$ cat config.mk
export PLATFORM = sky130hd
export DESIGN_NAME = bist_engine
export DESIGN_NICKNAME = d
export VERILOG_FILES = /design/src/rtl/bist_engine.sv
export SDC_FILE = /design/constraint.sdc
export NUM_CORES = 1
export LEC_CHECK = 0
export ABC_AREA = 1
export CAP_MARGIN = 20
export CORE_MARGIN = 2
export CORE_UTILIZATION = 49
export CTS_BUF_LIST = sky130_fd_sc_hd__clkbuf_2 sky130_fd_sc_hd__clkbuf_4 sky130_fd_sc_hd__clkbuf_8
export CTS_CLUSTER_SIZE = 28
export DETAILED_ROUTE_END_ITERATION = 8
export PLACE_DENSITY = 0.83
export SETUP_SLACK_MARGIN = 0.4
export SLEW_MARGIN = 20
export SYNTH_ARGS = -nofsm -noshare
export SYNTH_HDL_FRONTEND = slang
export SYNTH_SLANG_ARGS = --single-unit
$ cat constraint.sdc
create_clock -name clk_i -period 3.3 [get_ports clk_i]
set_input_delay 0.66 -clock clk_i [delete_from_list [all_inputs] [get_ports clk_i]]
set_output_delay 0.66 -clock clk_i [all_outputs]
set_load 0.02 [all_outputs]
$ cat src/rtl/bist_engine.sv
// Built-in self-test sequencer: Galois LFSR pattern driver, MISR compactor and golden compare.
// Optional macro BIST_LANE_MASK_EN adds lane_mask_i to exclude lanes from compaction.
module bist_engine #(
    parameter int unsigned WIDTH = 8,
    parameter int unsigned LANES = 8,
    parameter logic [WIDTH*LANES-1:0] POLY = 'hB8,
    parameter int unsigned CNT_WIDTH = 16
) (
    input  logic                   clk_i,
    input  logic                   rst_i,
    input  logic                   en_i,
    input  logic                   start_i,
    input  logic                   ext_bypass_i,
    input  logic [WIDTH*LANES-1:0] seed_i,
    input  logic [CNT_WIDTH-1:0]   num_patterns_i,
    input  logic [CNT_WIDTH-1:0]   drain_cycles_i,
    input  logic [WIDTH*LANES-1:0] golden_i,
    input  logic                   ext_valid_i,
    input  logic [WIDTH*LANES-1:0] ext_data_i,
    input  logic                   dut_valid_i,
    input  logic [WIDTH*LANES-1:0] dut_data_i,
`ifdef BIST_LANE_MASK_EN
    input  logic [LANES-1:0]       lane_mask_i,
`endif
    output logic                   drv_valid_o,
    output logic [WIDTH*LANES-1:0] drv_data_o,
    output logic [WIDTH*LANES-1:0] sig_o,
    output logic                   busy_o,
    output logic                   done_o,
    output logic                   pass_o
);

    localparam int unsigned D = WIDTH * LANES;

    typedef enum logic [2:0] {
        StIdle,
        StLoad,
        StRun,
        StDrain,
        StDone
    } state_e;

    state_e               state_q;
    logic [D-1:0]         lfsr_q;
    logic [D-1:0]         misr_q;
    logic [D-1:0]         drv_data_q;
    logic                 drv_valid_q;
    logic                 busy_q;
    logic                 done_q;
    logic                 pass_q;
    logic [CNT_WIDTH-1:0] cnt_q;

    logic [D-1:0]         seed_eff;
    logic [D-1:0]         lfsr_step;
    logic [D-1:0]         misr_d;
    logic [D-1:0]         dut_data_m;
    logic [CNT_WIDTH-1:0] cnt_inc;
    logic                 misr_en;
    logic                 run_last;
    logic                 drain_last;

    always_comb begin
        dut_data_m = dut_data_i;
`ifdef BIST_LANE_MASK_EN
        for (int l = 0; l < LANES; l++) begin
            if (!lane_mask_i[l]) begin
                dut_data_m[l*WIDTH +: WIDTH] = '0;
            end
        end
`endif
    end

    always_comb begin
        // An all-zero seed would lock the LFSR at zero forever.
        seed_eff   = (seed_i == '0) ? {{(D-1){1'b0}}, 1'b1} : seed_i;
        lfsr_step  = (lfsr_q >> 1) ^ (lfsr_q[0] ? POLY : '0);
        misr_en    = dut_valid_i && ((state_q == StRun) || (state_q == StDrain));
        misr_d     = misr_en ? (((misr_q >> 1) ^ (misr_q[0] ? POLY : '0)) ^ dut_data_m) : misr_q;
        cnt_inc    = cnt_q + 1'b1;
        run_last   = (cnt_q == num_patterns_i - 1'b1);
        drain_last = (drain_cycles_i == '0) || (cnt_q == drain_cycles_i - 1'b1);
    end

    always_ff @(posedge clk_i) begin
        if (rst_i) begin
            state_q     <= StIdle;
            lfsr_q      <= '0;
            misr_q      <= '0;
            drv_data_q  <= '0;
            drv_valid_q <= 1'b0;
            busy_q      <= 1'b0;
            done_q      <= 1'b0;
            pass_q      <= 1'b0;
            cnt_q       <= '0;
        end else if (en_i) begin
            misr_q <= misr_d;
            unique case (state_q)
                StIdle: begin
                    if (start_i) begin
                        state_q <= StLoad;
                        busy_q  <= 1'b1;
                    end
                end
                StLoad: begin
                    lfsr_q <= seed_eff;
                    misr_q <= '0;
                    cnt_q  <= '0;
                    if (num_patterns_i != '0) begin
                        state_q     <= StRun;
                        drv_valid_q <= 1'b1;
                        drv_data_q  <= seed_eff;
                    end else begin
                        state_q <= StDrain;
                    end
                end
                StRun: begin
                    lfsr_q <= lfsr_step;
                    if (run_last) begin
                        state_q     <= StDrain;
                        cnt_q       <= '0;
                        drv_valid_q <= 1'b0;
                        drv_data_q  <= '0;
                    end else begin
                        cnt_q      <= cnt_inc;
                        drv_data_q <= lfsr_step;
                    end
                end
                StDrain: begin
                    if (drain_last) begin
                        state_q <= StDone;
                        busy_q  <= 1'b0;
                        done_q  <= 1'b1;
                        // Compare against the signature including this cycle's compaction.
                        pass_q  <= (misr_d == golden_i);
                    end else begin
                        cnt_q <= cnt_inc;
                    end
                end
                StDone: begin
                    if (!start_i) begin
                        state_q <= StIdle;
                        done_q  <= 1'b0;
                        pass_q  <= 1'b0;
                    end
                end
                default: state_q <= StIdle;
            endcase
        end
    end

    assign drv_valid_o = ext_bypass_i ? ext_valid_i : drv_valid_q;
    assign drv_data_o  = ext_bypass_i ? ext_data_i : drv_data_q;
    assign sig_o       = misr_q;
    assign busy_o      = busy_q;
    assign done_o      = done_q;
    assign pass_o      = pass_q;

endmodule

==> metrics.txt, run 1 <==
status=finished, final reports clean; Initial Util=49.66%; hold_ws=460.5 ps; sequential cell area fraction in the yosys report=31.28%; die footprint=29440 um^2; commonest register cell after synthesis=dfxtp_1; vias per cell=5.435; Synth Instances=2069; core area=27710 um^2; most used routing layer=met2; Longest Clk Path Bufs=3; unrepaired setup endpoints after global routing=false; Die Span X=171.6 um; number of synthesized flops with an enable pin=0; FP Rows=61; Total Routing Usage GR=31.27%; largest net degree at the start of global routing=98; CTS Buf Count=38; accumulated negative setup slack=0 ps; post-synthesis cell type count=41; Final nets=2740; most frequent cells in the layout=nand2_1, clkdlybuf4s50_1, dfxtp_1; CP endpoint kind=output port; Syn-to-layout area delta=38.37%; placed instance area=18240 um^2; Slew Limit Fails=0; clock net sink count=215; worst reg-to-reg setup slack=730 ps; Final Hold Fails=0; crit path kind=input port to output port; LEAKAGE=0.007833 uW; layout cells sized above 1=8.428%; Worst setup SP type=input port; vias=15478; Power Dens Cells=403.2 nW/um^2; Filler Cell Count=2426; clock period minus worst slack=2766 ps; routed wire length=48300 um; setup violators final=0; Port Buf Inserts=426; DRT Pass-1 Iters=5; GRT met1 Usage=36.28%; antenna violations before repair=1; Tightest Pin Transition=1033 ps; design area=19040 um^2; Period Utilization, post-route=83.81%; syn nets=2368; Fmax=0.3616 GHz; most common cell after layout, fill and taps aside=nand2_1; # H-tree levels=2; global route overflow=0; average size of a mapped cell=6.650 um^2; root buffer cell=clkbuf_8; average wire per standard cell=16.96 um; crit-path max FO=19; worst vdd ir=0.2708 mV; Async SR Flop Fraction=0%; max cap viols=0; total power=7677 uW; max_slew headroom=31.14%; Die Y-Extent=171.6 um; RePlAce Congestion=0.9262; I/O Pins=427; #FFs+latches synth=215; CP Data Required Time=2640 ps; post-DP HPWL=35340 um; insertion delay to the later sink of the worst-skew pair=540 ps; post-route ant nets=0; Remaining DRCs=0; area of the mapped netlist=13760 um^2; Final Util=68.72%; HP Class=flip-flop to flip-flop; grt met2 use=55.11%; Layout Skew=17.26 ps; vias in the first global route=14696; global-route wire length before repair=74150 um; met3 Usage GRT=6.121%; CTS clk-pin slew, worst paths=50 ps; Critical Path AT=2110 ps; drt initial violations=1134; CTS tree=yes; Yosys Warn Count=0
-- layout make-up --
class | count | area (um^2) | area share, %
antenna | 2 | 5.005 | 0.02629
clock buffer | 59 | 730.7 | 3.838
clock inverter | 8 | 48.80 | 0.2563
inverter | 187 | 703.2 | 3.693
multi-input combinational | 1541 | 8184 | 42.98
sequential | 215 | 4304 | 22.61
tap | 378 | 473.0 | 2.484
timing repair buffer | 458 | 4591 | 24.11
-- worst paths after layout --
kind	startpoint	endpoint	cells past startpoint
worst max-delay path	ext_bypass_i	drv_data_o[53]	4
worst min-delay path	done_o	done_o	2
worst max register to register	state_q[1]	pass_o	14
worst min register to register	done_o	done_o	2
-- synthesized netlist by cell type (2+ instances only) --
library cell / number / area [um^2]
a21oi_1: 205 / 1026
a221oi_1: 12 / 105.1
a31oi_1: 60 / 375.4
buf_1: 5 / 18.77
buf_2: 27 / 135.1
buf_4: 4 / 30.03
buf_6: 9 / 101.4
clkbuf_1: 81 / 304.0
dfxtp_1: 215 / 4304
ha_1: 4 / 50.05
inv_1: 182 / 683.2
inv_2: 5 / 18.77
mux2_2: 65 / 732.0
nand2_1: 549 / 2061
nand2_2: 6 / 37.54
nand3_1: 112 / 560.5
nand3b_1: 4 / 30.03
nand4_1: 14 / 87.58
nor2_1: 124 / 465.5
nor2_2: 3 / 18.77
nor2_4: 2 / 22.52
nor3_1: 9 / 45.04
nor3b_1: 2 / 15.01
nor4_1: 12 / 75.07
o211ai_1: 22 / 165.2
o21ai_0: 157 / 785.8
o21ai_1: 17 / 85.08
o21ai_2: 12 / 105.1
o21bai_1: 5 / 37.54
o22ai_1: 2 / 12.51
or2_2: 4 / 25.02
xnor2_1: 80 / 700.7
xor2_1: 51 / 446.7
-- state kept, by name (all words and copies together) (netlist names) --
signal / count
drv_valid_q: 1
sig_o: 64
pass_o: 1
cnt_q: 16
state_q: 3
lfsr_q: 64
busy_o: 1
drv_data_q: 64
done_o: 1
-- power breakdown --
part / switching [uW] / internal, uW
clock network: 1140 / 1410
registers: 183 / 2830
logic: 1130 / 983
total: 2450 / 5230
-- kinds of logic after synthesis --
| group | synth area share (%) |
|---|---|
| mux | 5.320 |
| buf+inv | 9.384 |
| flops | 31.28 |
| fa+ha+maj | 0.3638 |
| simple gates | 25.43 |
| compound gates | 19.88 |
| xor+xnor | 8.339 |
-- stage by stage --
step,instances,worst slack [ps]
after floorplan,2069,797.7
after global placement,2779,116.8
after detailed placement,2779,89.00
after CTS,2846,408.8
after global routing,2847,402.1
final,2848,534.3
-- critical path, stage by stage --
cell and delay, ps:
clkbuf_4 310, buf_12 200, mux2_2 360, clkdlybuf4s50_1 540
-- layer usage --
layer | share of wire, % | routed length, um | vias to the layer above
met5 | 0 | 0 | -
met3 | 8.4 | 4052 | 125
met4 | 4.5 | 2175 | 0
li1 | - | - | 7590
met2 | 49 | 23730 | 727
met1 | 38 | 18340 | 7036
-- timing repair --
action / CTS / global route
gates resized for setup: 0 / 3
endpoints found under the hold margin: 0 / 0
setup buffers: 0 / 0
hold buffers: 0 / 0
endpoints found under the setup margin: 0 / 28
No activity file was read; power rests on OpenSTA's default activity.
==> run 2: changes to the inputs <==
- CORE_UTILIZATION: 49 -> 44
- PLACE_DENSITY: 0.83 -> 0.79
- clock period: 3.3 -> 2.5 ns (I/O delays scaled with it)
==> metrics.txt, run 2 (synthesis results as in run 1) <==
Slew Limit Fails=0 (unchanged); crit path kind=flip-flop to flip-flop (was input port to output port); routed wire length=52790 um (was 48300 um); Die Y-Extent=180.8 um (was 171.6 um); insertion delay to the later sink of the worst-skew pair=540 ps (about the same); min-delay src=pass_o (was done_o); DP Worst Slack=-449.4 ps (was 89.00 ps); RePlAce Congestion=0.9372 (was 0.9262); root buffer cell=clkbuf_8 (unchanged); n_diodes=0 (was 2); Final nets=2900 (was 2740); worst vdd ir=0.3046 mV (was 0.2708 mV); Die Span X=180.8 um (was 171.6 um); Fmax=0.4501 GHz; drt initial violations=1102 (was 1134); family with the most delay on the worst path=simple AND/OR/NAND/NOR gates (was buffers and inverters); cell mode on critical path=nand2_1; Remaining DRCs=0 (unchanged); Initial Util=44.86% (was 49.66%); FP Rows=64 (was 61); CTS tree=yes (unchanged); reg2reg path depth=17 (was 14); Min-Delay Endpoint=pass_o (was done_o); most frequent cells in the layout=nand2_1, clkdlybuf4s50_1, a21oi_1 (was nand2_1, clkdlybuf4s50_1, dfxtp_1); layout cells sized above 1=18.88% (was 8.428%); CP max stage cell=dfxtp_2 (was clkdlybuf4s50_1); global route overflow=0 (unchanged); CTS Buf Count=38 (unchanged); Longest Clk Path Bufs=3 (unchanged); clock period minus worst slack=2222 ps; global-route wire length before repair=81360 um (was 74150 um); worst reg-to-reg setup slack=280 ps (was 730 ps); Port Buf Inserts=426 (unchanged); vias in the first global route=15736 (was 14696); crit-path cells=inv_4 > nand2_8 > nor2_8 > buf_6 > buf_12 > buf_16 > buf_8 > o21ai_2 > xor2_1 > nand2_1 > nor2_1 > nand2_1 > nor2_1 > nand2_1 > nor2_2 > nand2_1 > a21oi_1 (was clkbuf_4 > buf_12 > mux2_2 > clkdlybuf4s50_1); core area=30670 um^2 (was 27710 um^2); Reg area=4328 um^2 (was 4304 um^2); max_slew headroom=43.53% (was 31.14%); max cap viols=0 (unchanged); post-DP HPWL=36260 um (was 35340 um); unrepaired setup endpoints after global routing=true (was false); Final Hold Fails=0 (unchanged); die footprint=32700 um^2 (was 29440 um^2); vias per cell=5.422 (was 5.435); clock net sink count=215 (unchanged); Filler Cell Count=2556 (was 2426); status=finished, final reports clean (unchanged); Tightest Pin Transition=847.1 ps (was 1033 ps); worst setup margin=278.2 ps (was 534.3 ps); average wire per standard cell=17.46 um (was 16.96 um); Worst setup SP type=flip-flop (was input port); CP endpoint kind=flip-flop (was output port); Period Utilization, post-route=88.87%; RR Endpoint=pass_o (unchanged); vias=16390 (was 15478); crit-path max FO=5 (was 19); post-route ant nets=0 (unchanged); Critical Path AT=2680 ps (was 2110 ps); I/O Pins=427 (unchanged); Layout Skew=15.84 ps (was 17.26 ps); Buf/Inv on CP=5 (was 3); LEAKAGE=0.009702 uW (was 0.007833 uW); DRT Pass-1 Iters=5 (unchanged); CTS clk-pin slew, worst paths=60 ps (was 50 ps); Reg-to-Reg Start=state_q[2] (was state_q[1]); Hold Buf Count CTS=0 (unchanged); setup violators final=0 (unchanged); # H-tree levels=2 (unchanged); most common cell after layout, fill and taps aside=nand2_1 (unchanged); Hold Path Depth=2 (unchanged); Syn-to-layout area delta=54.46% (was 38.37%); Power Dens Cells=513.1 nW/um^2 (was 403.2 nW/um^2); CP Data Required Time=2960 ps (was 2640 ps); Crit path largest cell delay=350 ps (was 540 ps); antenna violations before repair=2 (was 1); HP Class=flip-flop to flip-flop (unchanged); Multi-input gate area=8767 um^2 (was 8184 um^2); largest net degree at the start of global routing=120 (was 98); Final Util=69.30% (was 68.72%); Total Routing Usage GR=30.39% (was 31.27%)
run 2: per-layer routing:
layer  up-vias  global-route usage, %  wire [um]
li1       7923                      -          -
met1      7572                  36.26      20530
met2       756                  53.90      26070
met3       135                  5.523       4100
met4         4                  11.77       2051
met5         -                      0         30
run 2: cell type report:
type	count	share of cell area, %
clock buffer	56	3.420
tap	396	2.331
inverter	187	3.320
timing repair buffer	616	28.52
multi-input combinational	1543	41.25
sequential	215	20.36
clock inverter	10	0.7948
run 2: worst max-delay path by stage:
stage | slack, ps | startpoint | endpoint | depth (start not counted)
2_1_floorplan | 400 | num_patterns_i[0] | cnt_q[13] | 16
3_3_place_gp | -450 | dut_valid_i | pass_o | 15
3_5_place_dp | -450 | dut_valid_i | pass_o | 16
4_1_cts | 230 | sig_o[0] | sig_o[0] | 1
5_1_grt | 150 | state_q[2] | pass_o | 18
6_report | 280 | state_q[2] | pass_o | 17
run 2: what timing repair did:
item | CTS | global route
resized for setup | 242 | 118
gates cloned | 12 | 2
setup buffers | 22 | 14
endpoints found under the setup margin | 208 | 103
pin swaps | 56 | 42
run 2: report_power, final:
group          leakage, uW  internal, uW  switching [uW]
logic              0.00748          1460            1640
registers          0.00175          3730             247
clock network     0.000469          2290            1530
total              0.00970          7490            3410
run 2: tightest hold or removal path, stage by stage, from the launching register on:
cell and delay, ps:
dfxtp_1 310, nand2_1 60, a21oi_1 50
run 2: per-stage QoR:
| stage | instance area, um^2 | TNS [ps] | instances | power [uW] | hold slack [ps] |
|---|---|---|---|---|---|
| 2_1_floorplan | 13820 | 0 | 2069 | 5560 | 447.1 |
| 3_3_place_gp | 19180 | -14960 | 2907 | 6899 | 462.4 |
| 3_5_place_dp | 19180 | -19320 | 2907 | 6956 | 468.4 |
| 4_1_cts | 20770 | 0 | 3007 | 10830 | 474.7 |
| 5_1_grt | 21250 | 0 | 3023 | 11390 | 496.0 |
| 6_report | 21250 | 0 | 3023 | 10900 | 472.0 |
